## src/rtl/posit_product_encode_es2_if.sv

```systemverilog
// Product-to-posit encoder bus: serialized raw product in, packed posit out.
interface posit_product_encode_es2_if #(
  parameter int unsigned NBITS = 32,
  parameter int unsigned IN_W  = 67
);
  logic [IN_W-1:0]  in1;
  logic             start;
  logic [NBITS-1:0] result;
  logic             done;

  modport master (output in1, output start, input result, input done);
  modport slave  (input in1, input start, output result, output done);
endinterface

```

## src/rtl/posit_product_encode_es2.sv

```systemverilog
// Three-stage encoder from a raw {sgn, scale, fraction, inf, zero} product
// to an es=2 posit word with round-to-nearest-even and saturation.
module posit_product_encode_es2 #(
  parameter int unsigned NBITS = 32,
  parameter int unsigned ES    = 2,
  parameter int unsigned SBITS = 8,
  parameter int unsigned MBITS = 56,
  parameter int unsigned IN_W  = 1 + SBITS + MBITS + 2
) (
  input  logic                    clk,
  input  logic                    rst_n,
  posit_product_encode_es2_if.slave bus
);
  localparam int unsigned KEEP_W  = NBITS - 1;
  localparam int unsigned PAD_W   = NBITS - 2;
  localparam int unsigned BODY_W  = 2 + ES + MBITS + PAD_W;
  localparam int unsigned SHAMT_W = 5;
  localparam int          SCALE_MAX = 120;

  // Stage 1 registers
  logic                    s1_valid, s1_sgn, s1_inf, s1_zero;
  logic signed [SBITS-1:0] s1_scale;
  logic [MBITS-1:0]        s1_frac;

  // Stage 2 registers
  logic                    s2_valid, s2_sgn, s2_inf, s2_zero;
  logic [KEEP_W-1:0]       s2_keep;
  logic                    s2_guard, s2_sticky;

  // Stage 3 (output) registers
  logic                    done_q;
  logic [NBITS-1:0]        result_q;

  // Regime/field assembly
  logic signed [SBITS-1:0]  sc_c, k_c;
  logic                     kneg_c;
  logic [SHAMT_W-1:0]       shamt_c;
  logic signed [BODY_W-1:0] body_c;

  always_comb begin
    sc_c = s1_scale;
    if (s1_scale > $signed(SBITS'(SCALE_MAX)))
      sc_c = $signed(SBITS'(SCALE_MAX));
    else if (s1_scale < $signed(SBITS'(-SCALE_MAX)))
      sc_c = $signed(SBITS'(-SCALE_MAX));
    k_c    = sc_c >>> ES;
    kneg_c = k_c[SBITS-1];
    // For k<0 the run of zeros minus one equals ~k.
    shamt_c = kneg_c ? ~k_c[SHAMT_W-1:0] : k_c[SHAMT_W-1:0];
    body_c  = $signed({~kneg_c, kneg_c, sc_c[ES-1:0], s1_frac, {PAD_W{1'b0}}}) >>> shamt_c;
  end

  // Rounding and sign
  logic             round_up_c;
  logic [NBITS-1:0] mag_c, word_c;

  always_comb begin
    round_up_c = s2_guard & (s2_keep[0] | s2_sticky);
    mag_c      = {1'b0, s2_keep} + NBITS'(round_up_c);
    word_c     = s2_sgn ? (~mag_c + NBITS'(1)) : mag_c;
    if (s2_inf)
      word_c = {1'b1, {(NBITS-1){1'b0}}};
    else if (s2_zero)
      word_c = '0;
  end

  always_ff @(posedge clk or negedge rst_n) begin
    if (!rst_n) begin
      s1_valid  <= 1'b0;
      s1_sgn    <= 1'b0;
      s1_inf    <= 1'b0;
      s1_zero   <= 1'b0;
      s1_scale  <= '0;
      s1_frac   <= '0;
      s2_valid  <= 1'b0;
      s2_sgn    <= 1'b0;
      s2_inf    <= 1'b0;
      s2_zero   <= 1'b0;
      s2_keep   <= '0;
      s2_guard  <= 1'b0;
      s2_sticky <= 1'b0;
      done_q    <= 1'b0;
      result_q  <= '0;
    end else begin
      // An unknown start falls into the else branch and reads as idle.
      if (bus.start) s1_valid <= 1'b1;
      else           s1_valid <= 1'b0;
      s1_sgn   <= bus.in1[IN_W-1];
      s1_scale <= $signed(bus.in1[IN_W-2 -: SBITS]);
      s1_frac  <= bus.in1[MBITS+1:2];
      s1_inf   <= bus.in1[1];
      s1_zero  <= bus.in1[0];

      s2_valid  <= s1_valid;
      s2_sgn    <= s1_sgn;
      s2_inf    <= s1_inf;
      s2_zero   <= s1_zero;
      s2_keep   <= body_c[BODY_W-1 -: KEEP_W];
      s2_guard  <= body_c[BODY_W-1-KEEP_W];
      s2_sticky <= |body_c[BODY_W-2-KEEP_W:0];

      done_q <= s2_valid;
      if (s2_valid) result_q <= word_c;
    end
  end

  assign bus.result = result_q;
  assign bus.done   = done_q;
endmodule

```

## src/flat_wrapper.sv

```systemverilog
// flat-port wrapper written by rule: the top's interface ports become plain ports
module posit_product_encode_es2_flat 
#(
  parameter int unsigned NBITS = 32,
  parameter int unsigned ES    = 2,
  parameter int unsigned SBITS = 8,
  parameter int unsigned MBITS = 56,
  parameter int unsigned IN_W  = 1 + SBITS + MBITS + 2
)
  (clk, rst_n, bus_in1, bus_start, bus_result, bus_done);
  posit_product_encode_es2_if #(.NBITS(NBITS), .IN_W(IN_W)) bus_i ();
  input  logic clk;
  input  logic rst_n;
  input wire logic [$bits(bus_i.in1)-1:0] bus_in1;
  input wire logic [$bits(bus_i.start)-1:0] bus_start;
  output wire logic [$bits(bus_i.result)-1:0] bus_result;
  output wire logic [$bits(bus_i.done)-1:0] bus_done;
  assign bus_i.in1 = bus_in1;
  assign bus_i.start = bus_start;
  assign bus_result = bus_i.result;
  assign bus_done = bus_i.done;
  posit_product_encode_es2 #(.NBITS(NBITS), .ES(ES), .SBITS(SBITS), .MBITS(MBITS), .IN_W(IN_W)) u_core (.clk(clk), .rst_n(rst_n), .bus(bus_i));
endmodule
```

## config.mk

```make
export PLATFORM = sky130hd
export DESIGN_NAME = posit_product_encode_es2_flat
export DESIGN_NICKNAME = d
export VERILOG_FILES = /design/src/rtl/posit_product_encode_es2_if.sv /design/src/rtl/posit_product_encode_es2.sv /design/src/flat_wrapper.sv
export SDC_FILE = /design/constraint.sdc
export NUM_CORES = 1
export LEC_CHECK = 0
export BUFFER_PORTS_ARGS = -buffer_cell sky130_fd_sc_hd__buf_4
export CORE_MARGIN = 1
export CORE_UTILIZATION = 60
export DETAILED_ROUTE_END_ITERATION = 10
export GPL_ROUTABILITY_DRIVEN = 0
export PLACE_DENSITY = 0.84
export SYNTH_ARGS = -nofsm -noshare
export SYNTH_HDL_FRONTEND = slang
export SYNTH_SLANG_ARGS = --single-unit
```

## constraint.sdc

```tcl
create_clock -name clk -period 5.5 [get_ports clk]
set_clock_uncertainty 0.2 [all_clocks]
set_input_delay 1.1 -clock clk [delete_from_list [all_inputs] [get_ports clk]]
set_output_delay 1.1 -clock clk [all_outputs]
set_load 0.03 [all_outputs]
```

Word level (Yosys, flattened, before mapping)
Cells that the tools add are included.
W data, S select, Z words.
- add/sub/neg operators: 2
- $lt $le $gt $ge: 2
- shift operators: 1
- multiplexer cells: 7
- bitwise operators: 5
- reductions and logical operators: 1
- operator list (operator ; number):
    $mux W32 ; 3
    $sshr A90 B5 Y90 ; 1
    $reduce_or A58 Y1 ; 1
    $add A31 B1 Y32 ; 1
    $add A32 B1 Y32 const B ; 1
    $not A32 Y32 ; 1
    $mux W8 ; 2
    $gt A8 B8 Y1 const B ; 1
    $lt A8 B8 Y1 const B ; 1
    $mux W5 ; 1
    $not A5 Y5 ; 1
    $and A1 B1 Y1 ; 1
    $mux W1 ; 1
    $not A1 Y1 ; 1
    $or A1 B1 Y1 ; 1
- flip-flop bits (word level): 138
- input bits: 70
- output and inout port bits: 33

Logic depth before layout (Yosys ltp)
- depth after elaboration: 8
- gate-level depth with buffers: 18

Worst setup path after synthesis
No wires, ideal clock.
- path kind: register to register
- from: reg u_core.s1_scale[3]
- to: reg u_core.s2_sticky
- setup time: 0.124 ns
- data arrival time: 3.640 ns
- data required time: 5.176 ns
- setup slack: 1.536 ns
- stages on the path, launching flop included: 17
- clock period less this slack: 3.964 ns
- cell sequence: dfrtp_1 > buf_2 > buf_1 > o41ai_1 > ha_1 > buf_2 > nand2b_4 > xnor2_2 > nor2_1 > buf_2 > nand2_1 > a32oi_1 > a22o_1 > a211o_1 > nor4b_1 > nand4_1 > a211o_1
- longest elaborated chain between the ends: 7
- elaborated cells between the ends (all ways): 9
- ends and longest elaborated chain (element ; RTL line ; source):
    from (decl) ; posit_product_encode_es2.sv:22 ; logic signed [SBITS-1:0] s1_scale;
    from (signal assigned) ; posit_product_encode_es2.sv:89 ; s1_scale <= $signed(bus.in1[IN_W-2 -: SBITS]);
    $lt A8 B8 Y1 ; posit_product_encode_es2.sv:44 ; else if (s1_scale < $signed(SBITS'(-SCALE_MAX)))
    $mux W8 ; posit_product_encode_es2.sv:44 ;
    $mux W8 (*) ; posit_product_encode_es2.sv:42 ; if (s1_scale > $signed(SBITS'(SCALE_MAX)))
    $not A5 Y5 ; posit_product_encode_es2.sv:49 ; shamt_c = kneg_c ? ~k_c[SHAMT_W-1:0] : k_c[SHAMT_W-1:0];
    $mux W5 ; posit_product_encode_es2.sv:49 ;
    $sshr A90 B5 Y90 (*) ; posit_product_encode_es2.sv:50 ; body_c = $signed({~kneg_c, kneg_c, sc_c[ES-1:0], s1_frac, {PAD_W{1'b0}}}) >>> shamt_c;
    $reduce_or A58 Y1 (*) ; posit_product_encode_es2.sv:100 ; s2_sticky <= |body_c[BODY_W-2-KEEP_W:0];
    to (signal assigned) ; posit_product_encode_es2.sv:100 ;
    to (decl) ; posit_product_encode_es2.sv:28 ; logic s2_guard, s2_sticky;
Every way passes the cells marked *; elsewhere a longest branch is shown, timed or not.
A chain may end at the register's enable or synchronous reset.

Worst setup path after layout
- from: reg u_core.s1_scale[5]
- to: reg u_core.s2_sticky
The elaborated chain is that of the path after synthesis.

==> results.txt <==
critical path class: reg -> reg
synth warn: 0
# resized after CTS: 0
Worst-Margin Slew: 1069 ps
total gr overflow: 0
worst hold slack: 140.5 ps
top-count cell post-synth: dfrtp_1
Top delay family on crit path: compound AO/OA/AOI/OAI gates
Std-Cell Rows: 45
CTS tree: done
clk sinks: 138
CTS Buffer Depth: 2
initial core utilization: 61.56%
Fmax: 210.0 MHz
detailed router's first-iteration violation count: 1,437
Syn Std Cell Area: 9358 um2
via count: 9,089
Routed Antenna Nets: 0
pwr dens: 334.2 nW/um2
max-slew violation count: 0
type of the tightest min-delay check: reg -> reg
run status: completed
Distinct cells, synth: 87
WL/cell: 18.40 um
Static Leak: 4.547 nW
period utilization: 86.60%
Setup violations, final: 0
Startpoint Class: register
most used cell, CP: a211o_1
# IOs: 103
Register Area: 3453 um2
Die Height: 126.9 um
drt pass-1 iters: 9
IO Port Bufs: 102
htree depth: 4
Post-synth top cells: dfrtp_1 (138), nand2_1 (131), nor2_1 (71)
Final #Nets: 1,236
initial antenna violation count: 0
Final Hold Fails: 0
Synth area leaders: dfrtp_1 (37%), nand2_1 (5.3%), a21oi_1 (3.4%)
Synth area leader: dfrtp_1
antenna cells: 0
Routed WL: 25,080 um
DR vias/cell: 6.668
die area: 16,100 um2
final non-filler cell total: 1,363
Post-CTS Setup Inserts: 0
post-synth top area share: 36.90%
Post-CTS Hold Buffers: 0
async set-or-reset flop fraction in the synthesized netlist: 100.0%
CP bufs+invs: 1
Worst Path Max Fanout: 25
largest net degree at the start of global routing: 91
post-synthesis register bit count: 138
Crit path largest cell delay: 560 ps
Peak VDD IR: 0.2317 mV
DIE WIDTH: 126.9 um
Max-Cap Viols: 0
number of synthesized flops with an enable pin: 0
CTS Root Cell: clkbuf_16
area delta synth->final: 14.61%
share of cells above drive strength 1: 17.11%
Syn Inst Count: 1,101
CP required: 5620 ps
syn nets: 1,175
register area share after synthesis: 36.90%
clk_lat worst skew: 430 ps
multi-input logic area: 5346 um2
slowest CP cell: ha_1
Num CTS Buffers: 17
RSZ-0062 raised after global routing: no
CP Capture Type: register
Synth Flop Type: dfrtp_1
Mapped Avg Cell Area: 8.499 um2
Fillers: 1,191
Core Area: 15,200 um2
setup tns final: 0 ps
Residual DRC: 0
Total GRT Usage: 31.70%
CP Cell Sequence: o41ai_1 -> ha_1 -> nand2b_4 -> xnor2_4 -> nand2_2 -> buf_4 -> nand2_1 -> a32oi_1 -> a22o_1 -> a211o_1 -> nor4b_1 -> nand4_1 -> a211o_1
DP Wirelength: 17,750 um
placed insts: 1,331
clk slew on worst S/H paths: 60 ps
Critical Path AT: 4880 ps
min Tclk post-route: 4763 ps
first-pass GRT wire length: 40,250 um
number of global-route vias before repair: 8,096
relative slew slack: 28.72%
-- report_power, final --
group	switching (mW)	internal, mW
logic	0.737	0.450
registers	0.123	1.12
clock network	0.468	0.690
-- sequential cells by signal, indices dropped and copies added, names as in the netlist --
signal / count
u_core.s1_valid: 1
u_core.bus.done: 1
u_core.bus.result: 32
u_core.s2_sticky: 1
u_core.s2_valid: 1
u_core.s1_inf: 1
u_core.s2_guard: 1
u_core.s1_scale: 8
u_core.s2_sgn: 1
u_core.s1_zero: 1
u_core.s1_frac: 56
u_core.s2_keep: 31
u_core.s1_sgn: 1
u_core.s2_zero: 1
u_core.s2_inf: 1
-- kinds of logic after synthesis --
kind of cell / count (synthesis) / synth area share [%]
fa+ha+maj: 12 / 1.391
simple gates: 408 / 22.61
compound gates: 328 / 23.83
mux: 28 / 3.115
flops: 138 / 36.90
xor+xnor: 62 / 6.164
buf+inv: 125 / 5.990
-- worst reg2reg max path, delay by kind of cell (launching register included) --
kind | cells | cell delay [ps]
AOI/OAI and AO/OA | 5 | 1460
xor gates and xnor gates | 1 | 410
adders and majority gates | 1 | 560
buffers and inverters | 1 | 300
DFF | 1 | 490
and+or+nand+nor | 5 | 1240
-- cell type report --
type	instances	area share, %
inverter	45	1.575
clock inverter	14	1.517
clock buffer	18	4.095
tap	188	2.193
sequential	138	32.20
multi-input combinational	838	49.85
timing repair buffer	122	8.574
-- per-stage QoR --
step | utilization, % | total power [mW] | area [um2] | setup WS [ps]
floorplan | - | 2.073 | 9358 | 1536
global placement | 66.59 | 2.369 | 10120 | 1024
detailed placement | 66.59 | 2.397 | 10120 | 806.2
CTS | 70.55 | 3.561 | 10730 | 791.9
global route | 70.55 | 3.748 | 10730 | 429.4
finish | 70.55 | 3.585 | 10730 | 737.1
-- metal layers --
| layer | wire length, um | global-route usage [%] | vias to the layer above |
|---|---|---|---|
| li1 | - | - | 4181 |
| met3 | 2119 | 6.116 | 138 |
| met5 | 0 | 0 | - |
| met4 | 1585 | 19.82 | 0 |
| met1 | 9574 | 38.18 | 4192 |
| met2 | 11800 | 52.49 | 578 |
-- path summary, 6_finish.rpt --
path | start | end | slack [ps] | cells past startpoint
worst max-delay path | u_core.s1_scale[5] | u_core.s2_sticky | 740 | 13
worst min-delay path | u_core.s1_zero | u_core.s2_zero | 140 | 0
worst max register to register | u_core.s1_scale[5] | u_core.s2_sticky | 740 | 13
worst min register to register | u_core.s1_zero | u_core.s2_zero | 140 | 0
max in group asynchronous | rst_n | u_core.s1_frac[5] | 3490 | 2
min in group asynchronous | rst_n | u_core.bus.result[3] | 530 | 1
-- cell usage in the layout, fill, tap and decap left out, drive strengths merged, types with 14 or more instances in the layout --
| cell type | instances |
|---|---|
| o21ai | 68 |
| xnor2 | 35 |
| a21oi | 64 |
| clkbuf | 18 |
| nor2 | 74 |
| buf | 122 |
| a32oi | 16 |
| o22ai | 40 |
| dfrtp | 138 |
| a22oi | 14 |
| nor2b | 14 |
| xor2 | 27 |
| nor3 | 32 |
| nand4 | 23 |
| nand2 | 133 |
| a31oi | 23 |
| and3 | 23 |
| nand3 | 45 |
| mux2i | 19 |
| inv | 51 |
(Power assumes the default switching activity.)
